$ cat src/rtl/trap_ctrl_pkg.sv
// Shared cause codes and sequencer state encoding for the machine-mode trap controller.
package trap_ctrl_pkg;

    localparam logic [4:0] CAUSE_ILLEGAL = 5'd2;
    localparam logic [4:0] CAUSE_EBREAK  = 5'd3;
    localparam logic [4:0] CAUSE_ECALL_M = 5'd11;
    localparam logic [4:0] CAUSE_MTI     = 5'd7;
    localparam logic [4:0] CAUSE_MEI     = 5'd11;

    localparam int CNT_W = 4;

    typedef enum logic [1:0] {
        TRAP_IDLE     = 2'd0,
        TRAP_COMMIT   = 2'd1,
        TRAP_REDIRECT = 2'd2,
        TRAP_HOLD     = 2'd3
    } trap_state_t;

endpackage

$ cat src/rtl/trap_timer.sv
// Machine timer: free-running mtime, writable mtimecmp, level pending compare.
// Only instantiated when TRAP_TIMER_EN is defined.
module trap_timer #(
    parameter int XLEN = 64
) (
    input  logic            clock,
    input  logic            reset,
    input  logic            wen,
    input  logic [XLEN-1:0] wdata,
    output logic [XLEN-1:0] mtime,
    output logic            pending
);

    logic [XLEN-1:0] mtimecmp;

    always_ff @(posedge clock) begin
        if (reset) begin
            mtime    <= '0;
            mtimecmp <= '1;
        end else begin
            mtime <= mtime + 1'b1;
            if (wen)
                mtimecmp <= wdata;
        end
    end

    assign pending = (mtime >= mtimecmp);

endmodule

$ cat src/rtl/trap_ctrl.sv
// Machine-mode trap sequencer: WB event -> CSR commit -> fetch redirect -> stall hold.
// Optional machine timer interrupt source enabled by defining TRAP_TIMER_EN.
//
// state         | meaning
// TRAP_IDLE     | sampling WB for trap/interrupt/mret
// TRAP_COMMIT   | one-cycle CSR commit strobe, pipeline flush
// TRAP_REDIRECT | one-cycle fetch redirect to vector or mepc
// TRAP_HOLD     | stall for FLUSH_CYCLES while the front end refills
module trap_ctrl
    import trap_ctrl_pkg::*;
#(
    parameter int XLEN         = 64,
    parameter int FLUSH_CYCLES = 2
) (
    input  logic            clock,
    input  logic            reset,
    input  logic            wb_valid_i,
    input  logic [XLEN-1:0] wb_pc_i,
    input  logic            wb_ecall_i,
    input  logic            wb_ebreak_i,
    input  logic            wb_illegal_i,
    input  logic            wb_mret_i,
    input  logic            mie_i,
    input  logic            ext_irq_i,
    input  logic [XLEN-1:0] mtvec_i,
    input  logic [XLEN-1:0] mepc_i,
    output logic            exception_o,
    output logic [XLEN-1:0] mcause_o,
    output logic [XLEN-1:0] pc_o,
    output logic            flush_o,
    output logic            redirect_valid_o,
    output logic [XLEN-1:0] redirect_pc_o,
    output logic            stall_o
`ifdef TRAP_TIMER_EN
    ,
    input  logic            timecmp_wen_i,
    input  logic [XLEN-1:0] timecmp_wdata_i,
    output logic [XLEN-1:0] mtime_o
`endif
);

    trap_state_t      state, state_nxt;
    logic [CNT_W-1:0] cnt;
    logic             lat_irq, lat_mret;
    logic [4:0]       lat_code;
    logic [XLEN-1:0]  lat_pc;

    logic             timer_pending;
    logic             ev_take, ev_irq, ev_mret;
    logic [4:0]       ev_code;
    logic [XLEN-1:0]  lat_cause, tvec_base, trap_target;
    logic [1:0]       unused_bits;

`ifdef TRAP_TIMER_EN
    trap_timer #(.XLEN(XLEN)) u_timer (
        .clock   (clock),
        .reset   (reset),
        .wen     (timecmp_wen_i),
        .wdata   (timecmp_wdata_i),
        .mtime   (mtime_o),
        .pending (timer_pending)
    );
`else
    assign timer_pending = 1'b0;
`endif

    assign unused_bits = mepc_i[1:0];

    // Priority: ext irq > timer irq > illegal > ebreak > ecall > mret
    always_comb begin
        ev_take = 1'b0;
        ev_irq  = 1'b0;
        ev_mret = 1'b0;
        ev_code = '0;
        if (wb_valid_i) begin
            if (mie_i && ext_irq_i) begin
                ev_take = 1'b1;
                ev_irq  = 1'b1;
                ev_code = CAUSE_MEI;
            end else if (mie_i && timer_pending) begin
                ev_take = 1'b1;
                ev_irq  = 1'b1;
                ev_code = CAUSE_MTI;
            end else if (wb_illegal_i) begin
                ev_take = 1'b1;
                ev_code = CAUSE_ILLEGAL;
            end else if (wb_ebreak_i) begin
                ev_take = 1'b1;
                ev_code = CAUSE_EBREAK;
            end else if (wb_ecall_i) begin
                ev_take = 1'b1;
                ev_code = CAUSE_ECALL_M;
            end else if (wb_mret_i) begin
                ev_take = 1'b1;
                ev_mret = 1'b1;
            end
        end
    end

    always_ff @(posedge clock) begin
        if (reset) begin
            state    <= TRAP_IDLE;
            cnt      <= '0;
            lat_irq  <= 1'b0;
            lat_mret <= 1'b0;
            lat_code <= '0;
            lat_pc   <= '0;
        end else begin
            state <= state_nxt;
            if (state == TRAP_IDLE && ev_take) begin
                lat_irq  <= ev_irq;
                lat_mret <= ev_mret;
                lat_code <= ev_code;
                lat_pc   <= wb_pc_i;
            end
            if (state == TRAP_REDIRECT)
                cnt <= CNT_W'(FLUSH_CYCLES);
            else if (state == TRAP_HOLD)
                cnt <= cnt - 1'b1;
        end
    end

    always_comb begin
        state_nxt = state;
        case (state)
            TRAP_IDLE:     if (ev_take) state_nxt = TRAP_COMMIT;
            TRAP_COMMIT:   state_nxt = TRAP_REDIRECT;
            TRAP_REDIRECT: state_nxt = TRAP_HOLD;
            TRAP_HOLD:     if (cnt == CNT_W'(1)) state_nxt = TRAP_IDLE;
            default:       state_nxt = TRAP_IDLE;
        endcase
    end

    assign lat_cause = {lat_irq, {(XLEN-6){1'b0}}, lat_code};
    assign tvec_base = {mtvec_i[XLEN-1:2], 2'b00};

    // Only mode 1 vectors, and only for interrupts; modes 2/3 fall back to direct
    always_comb begin
        trap_target = tvec_base;
        if (lat_mret)
            trap_target = {mepc_i[XLEN-1:2], 2'b00};
        else if (mtvec_i[1:0] == 2'b01 && lat_irq)
            trap_target = tvec_base + (XLEN'(lat_code) << 2);
    end

    always_comb begin
        exception_o      = 1'b0;
        mcause_o         = '0;
        pc_o             = '0;
        flush_o          = 1'b0;
        redirect_valid_o = 1'b0;
        redirect_pc_o    = '0;
        stall_o          = 1'b0;
        case (state)
            TRAP_COMMIT: begin
                flush_o = 1'b1;
                stall_o = 1'b1;
                if (!lat_mret) begin
                    exception_o = 1'b1;
                    mcause_o    = lat_cause;
                    pc_o        = lat_pc;
                end
            end
            TRAP_REDIRECT: begin
                redirect_valid_o = 1'b1;
                redirect_pc_o    = trap_target;
                flush_o          = 1'b1;
                stall_o          = 1'b1;
            end
            TRAP_HOLD: stall_o = 1'b1;
            default: ;
        endcase
    end

endmodule
$ cat config.mk
export PLATFORM = sky130hd
export DESIGN_NAME = trap_ctrl
export DESIGN_NICKNAME = d
export VERILOG_FILES = /design/src/rtl/trap_ctrl_pkg.sv /design/src/rtl/trap_timer.sv /design/src/rtl/trap_ctrl.sv
export SDC_FILE = /design/constraint.sdc
export NUM_CORES = 1
export LEC_CHECK = 0
export ABC_AREA = 1
export BUFFER_PORTS_ARGS = -buffer_cell sky130_fd_sc_hd__buf_2
export CAP_MARGIN = 10
export CORE_AREA = 2 2 156 158
export CTS_CLUSTER_DIAMETER = 200
export CTS_CLUSTER_SIZE = 12
export DETAILED_ROUTE_END_ITERATION = 10
export DIE_AREA = 0 0 158 160
export SYNTH_ARGS = -nofsm -noshare
export SYNTH_HDL_FRONTEND = slang
export SYNTH_SLANG_ARGS = --single-unit
$ cat constraint.sdc
create_clock -name clock -period 2.77 [get_ports clock]
set_clock_uncertainty 0.1 [all_clocks]
set_input_delay 0.4155 -clock clock [delete_from_list [all_inputs] [get_ports clock]]
set_output_delay 0.4155 -clock clock [all_outputs]
set_load 0.01 [all_outputs]
==> impl_metrics.toml <==
[synthesis]
syn_area_sq_mm = 0.007051
ys_ff_latch = 75
syn-mean-instance-area_sq_um = 5.727
synth_top_area_cell = "dfxtp_1"
synth_area_leaders = "dfxtp_1 21%, nor2_1 13%, nand2_1 11%"
synth_top_area_share_pct = 21.30
ys_warn_count = 0
synth_cell_types = 39
netlist_instances = 1231
ys_seq_area_share_pct = 21.30

[global_routing]
overflow = 0
grt_max_degree = 84
grt_pass1_wl_mm = 40.70
antenna_found_initial = 9
grt_util_all_layers_pct = 20.75
grt_pass1_vias = 7747

[worst_setup_path]
endpoint_kind = "primary output"
worstPathMaxFanout = 5
worstPathArrival_ns = 2.46
critPathBufInv = 5
crit_required_ns = 2.25
crit_family = "simple AND/OR/NAND/NOR gates"
crit_chain = "ha_4 -> inv_2 -> fa_2 -> o21bai_4 -> buf_12 -> nand4_4 -> nor2_4 -> buf_12 -> nand2_4 -> nand2_2 -> nand3_2 -> nand2_2 -> inv_2 -> buf_6"
critical_path_class = "register to primary output"
critPathLaunchType = "register"
max_stage_delay_ns = 0.37
cp_slowest_cell = "fa_2"

[sta]
finalMaxSlewViolations = 0
max_freq_mhz = 336.3
relSlewSlack_pct = 59.12
timing.final.crit_share_pct = 107.4
period_minus_slack_ns = 2.974
whs_ns = 0.2281
hold_viol = 0
rsz0062_at_grt = "yes"
worst_pin_slew_ns = 0.6109
finalWorstSetupSlack_ns = -0.2038
setup_viol = 29

[clock_tree]
root_buffer = "clkbuf_16"
htree_levels = 3
cts_buffers = 9
clk_latency_ns = 0.33
cts_tree = "yes"
cts_max_path_buffers = 2
hold_buffers = 0
cts.sinks = 75
clk_pin_slew_ns = 0.06

[routing]
firstDrtPassIters = 5
antenna_left = 0
wire_per_inst_um = 14.53
via_count = 8596
drc = 0
drt-initial-drc-count = 487
wirelength_mm = 27.58
drt-vias-per-instance = 4.529

[floorplanning]
fp.coreArea_sq_mm = 0.02382
dieArea_sq_mm = 0.02528
fp.dieW_um = 158
fp.dieH_um = 160
row_count = 57
initial_core_util_pct = 29.60
ios = 397

[status]
outcome = "complete, but fails checks"
violations = "setup timing"

[hold_path]
hold_class = "input pin to register"

[power]
leakagePower_nw = 5.355
peakVddDrop_v = 0.0005168
p_per_area_mw_per_mm2 = 546.6

[finish]
fin_area_sq_mm = 0.009657
fin_nets = 1775
final_layout_size_suffix_gt1_share_pct = 30.12
syn2layout_area_growth_pct = 36.97
utilization_pct = 40.54

[place]
post_dp_cell_area_sq_mm = 0.008939
place_ws_ns = -0.2555
dp_hpwl_mm = 22.34
port_buffers = 332
gp_congestion = 0.9088

[run]
maxCapViolCount = 0
==> where the power goes <==
group | switching, mW | total (mW) | internal, mW
Sequential | 0.0906 | 1.46 | 1.37
Combinational | 1.74 | 2.76 | 1.02
Clock | 0.427 | 1.05 | 0.625
==> layout make-up <==
class / count / area, sq um
antenna: 7 / 17.52
clock buffer: 13 / 250.2
clock inverter: 2 / 12.51
fill: 2677 / 14160
inverter: 203 / 772.0
multi-input combinational: 905 / 4599
sequential: 75 / 1503
tap: 324 / 405.4
timing repair buffer: 369 / 2097
==> per-layer routing <==
metal / up-vias / share of wire [%] / track usage, %
li1: 4411 / - / -
met2: 312 / 50 / 38.06
met1: 3820 / 39 / 23.25
met3: 45 / 8.6 / 5.672
met4: 8 / 2.2 / 5.733
met5: - / 0.17 / 0
==> per-stage QoR <==
step	TNS (ns)	std cells	total power, mW
after CTS	-4.786	1881	5.294
after detailed placement	-4.597	1862	4.191
after global placement	-3.866	1862	4.156
after floorplan	0	1292	3.237
after global routing	-8.213	1891	5.738
final	-3.600	1898	5.279
==> worst paths after layout <==
| kind | from | to | slack, ns | cells after the start |
|---|---|---|---|---|
| setup / recovery | lat_code[0] | redirect_pc_o[42] | -0.20 | 14 |
| hold / removal | reset | lat_code[1] | 0.23 | 2 |
| setup reg to reg | state[0] | lat_pc[49] | 0.78 | 8 |
| hold reg to reg | lat_pc[14] | lat_pc[14] | 0.35 | 2 |
==> Yosys cell counts <==
cell	instances
inv_2	9
a211oi_1	2
o21ai_0	95
nor3_2	1
buf_1	3
o21ai_1	4
buf_4	63
or2_2	2
xor2_1	2
nand3b_1	16
nand3_4	1
inv_1	192
ha_1	10
xnor2_1	4
nand2_1	214
clkinv_1	2
nand2_4	3
nor2_8	3
a31oi_1	1
nor2_1	241
nand4_2	2
nand3_1	74
nor2_2	5
nand4_1	27
nor3_1	8
nand3_2	2
conb_1	1
dfxtp_1	75
nor3b_1	3
o211ai_1	14
nand4_4	2
nor2_4	9
a21oi_1	81
nand2_2	7
or2_0	7
o21bai_4	1
fa_1	1
buf_2	15
clkbuf_1	29
==> cells in the final DEF, fill, tap and decap left out, types with 19 or more instances in the layout <==
master | synthesis | layout
a21oi_1 | 81 | 78
nand3_1 | 74 | 55
nand2_1 | 214 | 205
buf_4 | 63 | 21
nor2_1 | 241 | 239
inv_1 | 192 | 190
nand3_2 | 2 | 19
o21ai_0 | 95 | 90
conb_1 | 1 | 62
buf_2 | 15 | 329
nand4_1 | 27 | 27
dfxtp_1 | 75 | 74
==> cell families (layout without fill, tap and decap cells) <==
kind of cell / count (synthesis) / count (layout) / share of synthesized area [%]
flip-flops: 75 / 75 / 21.30
XOR/XNOR: 6 / 6 / 0.7453
AO/OA/AOI/OAI: 198 / 198 / 14.84
adder cells (fa/ha/maj): 11 / 11 / 2.059
AND/OR/NAND/NOR: 627 / 628 / 40.73
buffers and inverters: 313 / 587 / 20.28
other: 1 / 69 / 0.05319
==> what timing repair did <==
action                                  CTS  global route
hold endpoints to repair                  0             0
endpoints found under the setup margin   29            51
buffers inserted                          5            10
gates cloned                              0             1
gates resized for setup                  35            38
pin swaps                                15            28
==> registers in the layout, indices dropped and copies added (netlist names) <==
register	count
state	2
lat_mret	1
cnt	4
lat_irq	1
lat_pc	64
lat_code	3
No activity file was read; power rests on OpenSTA's default activity.
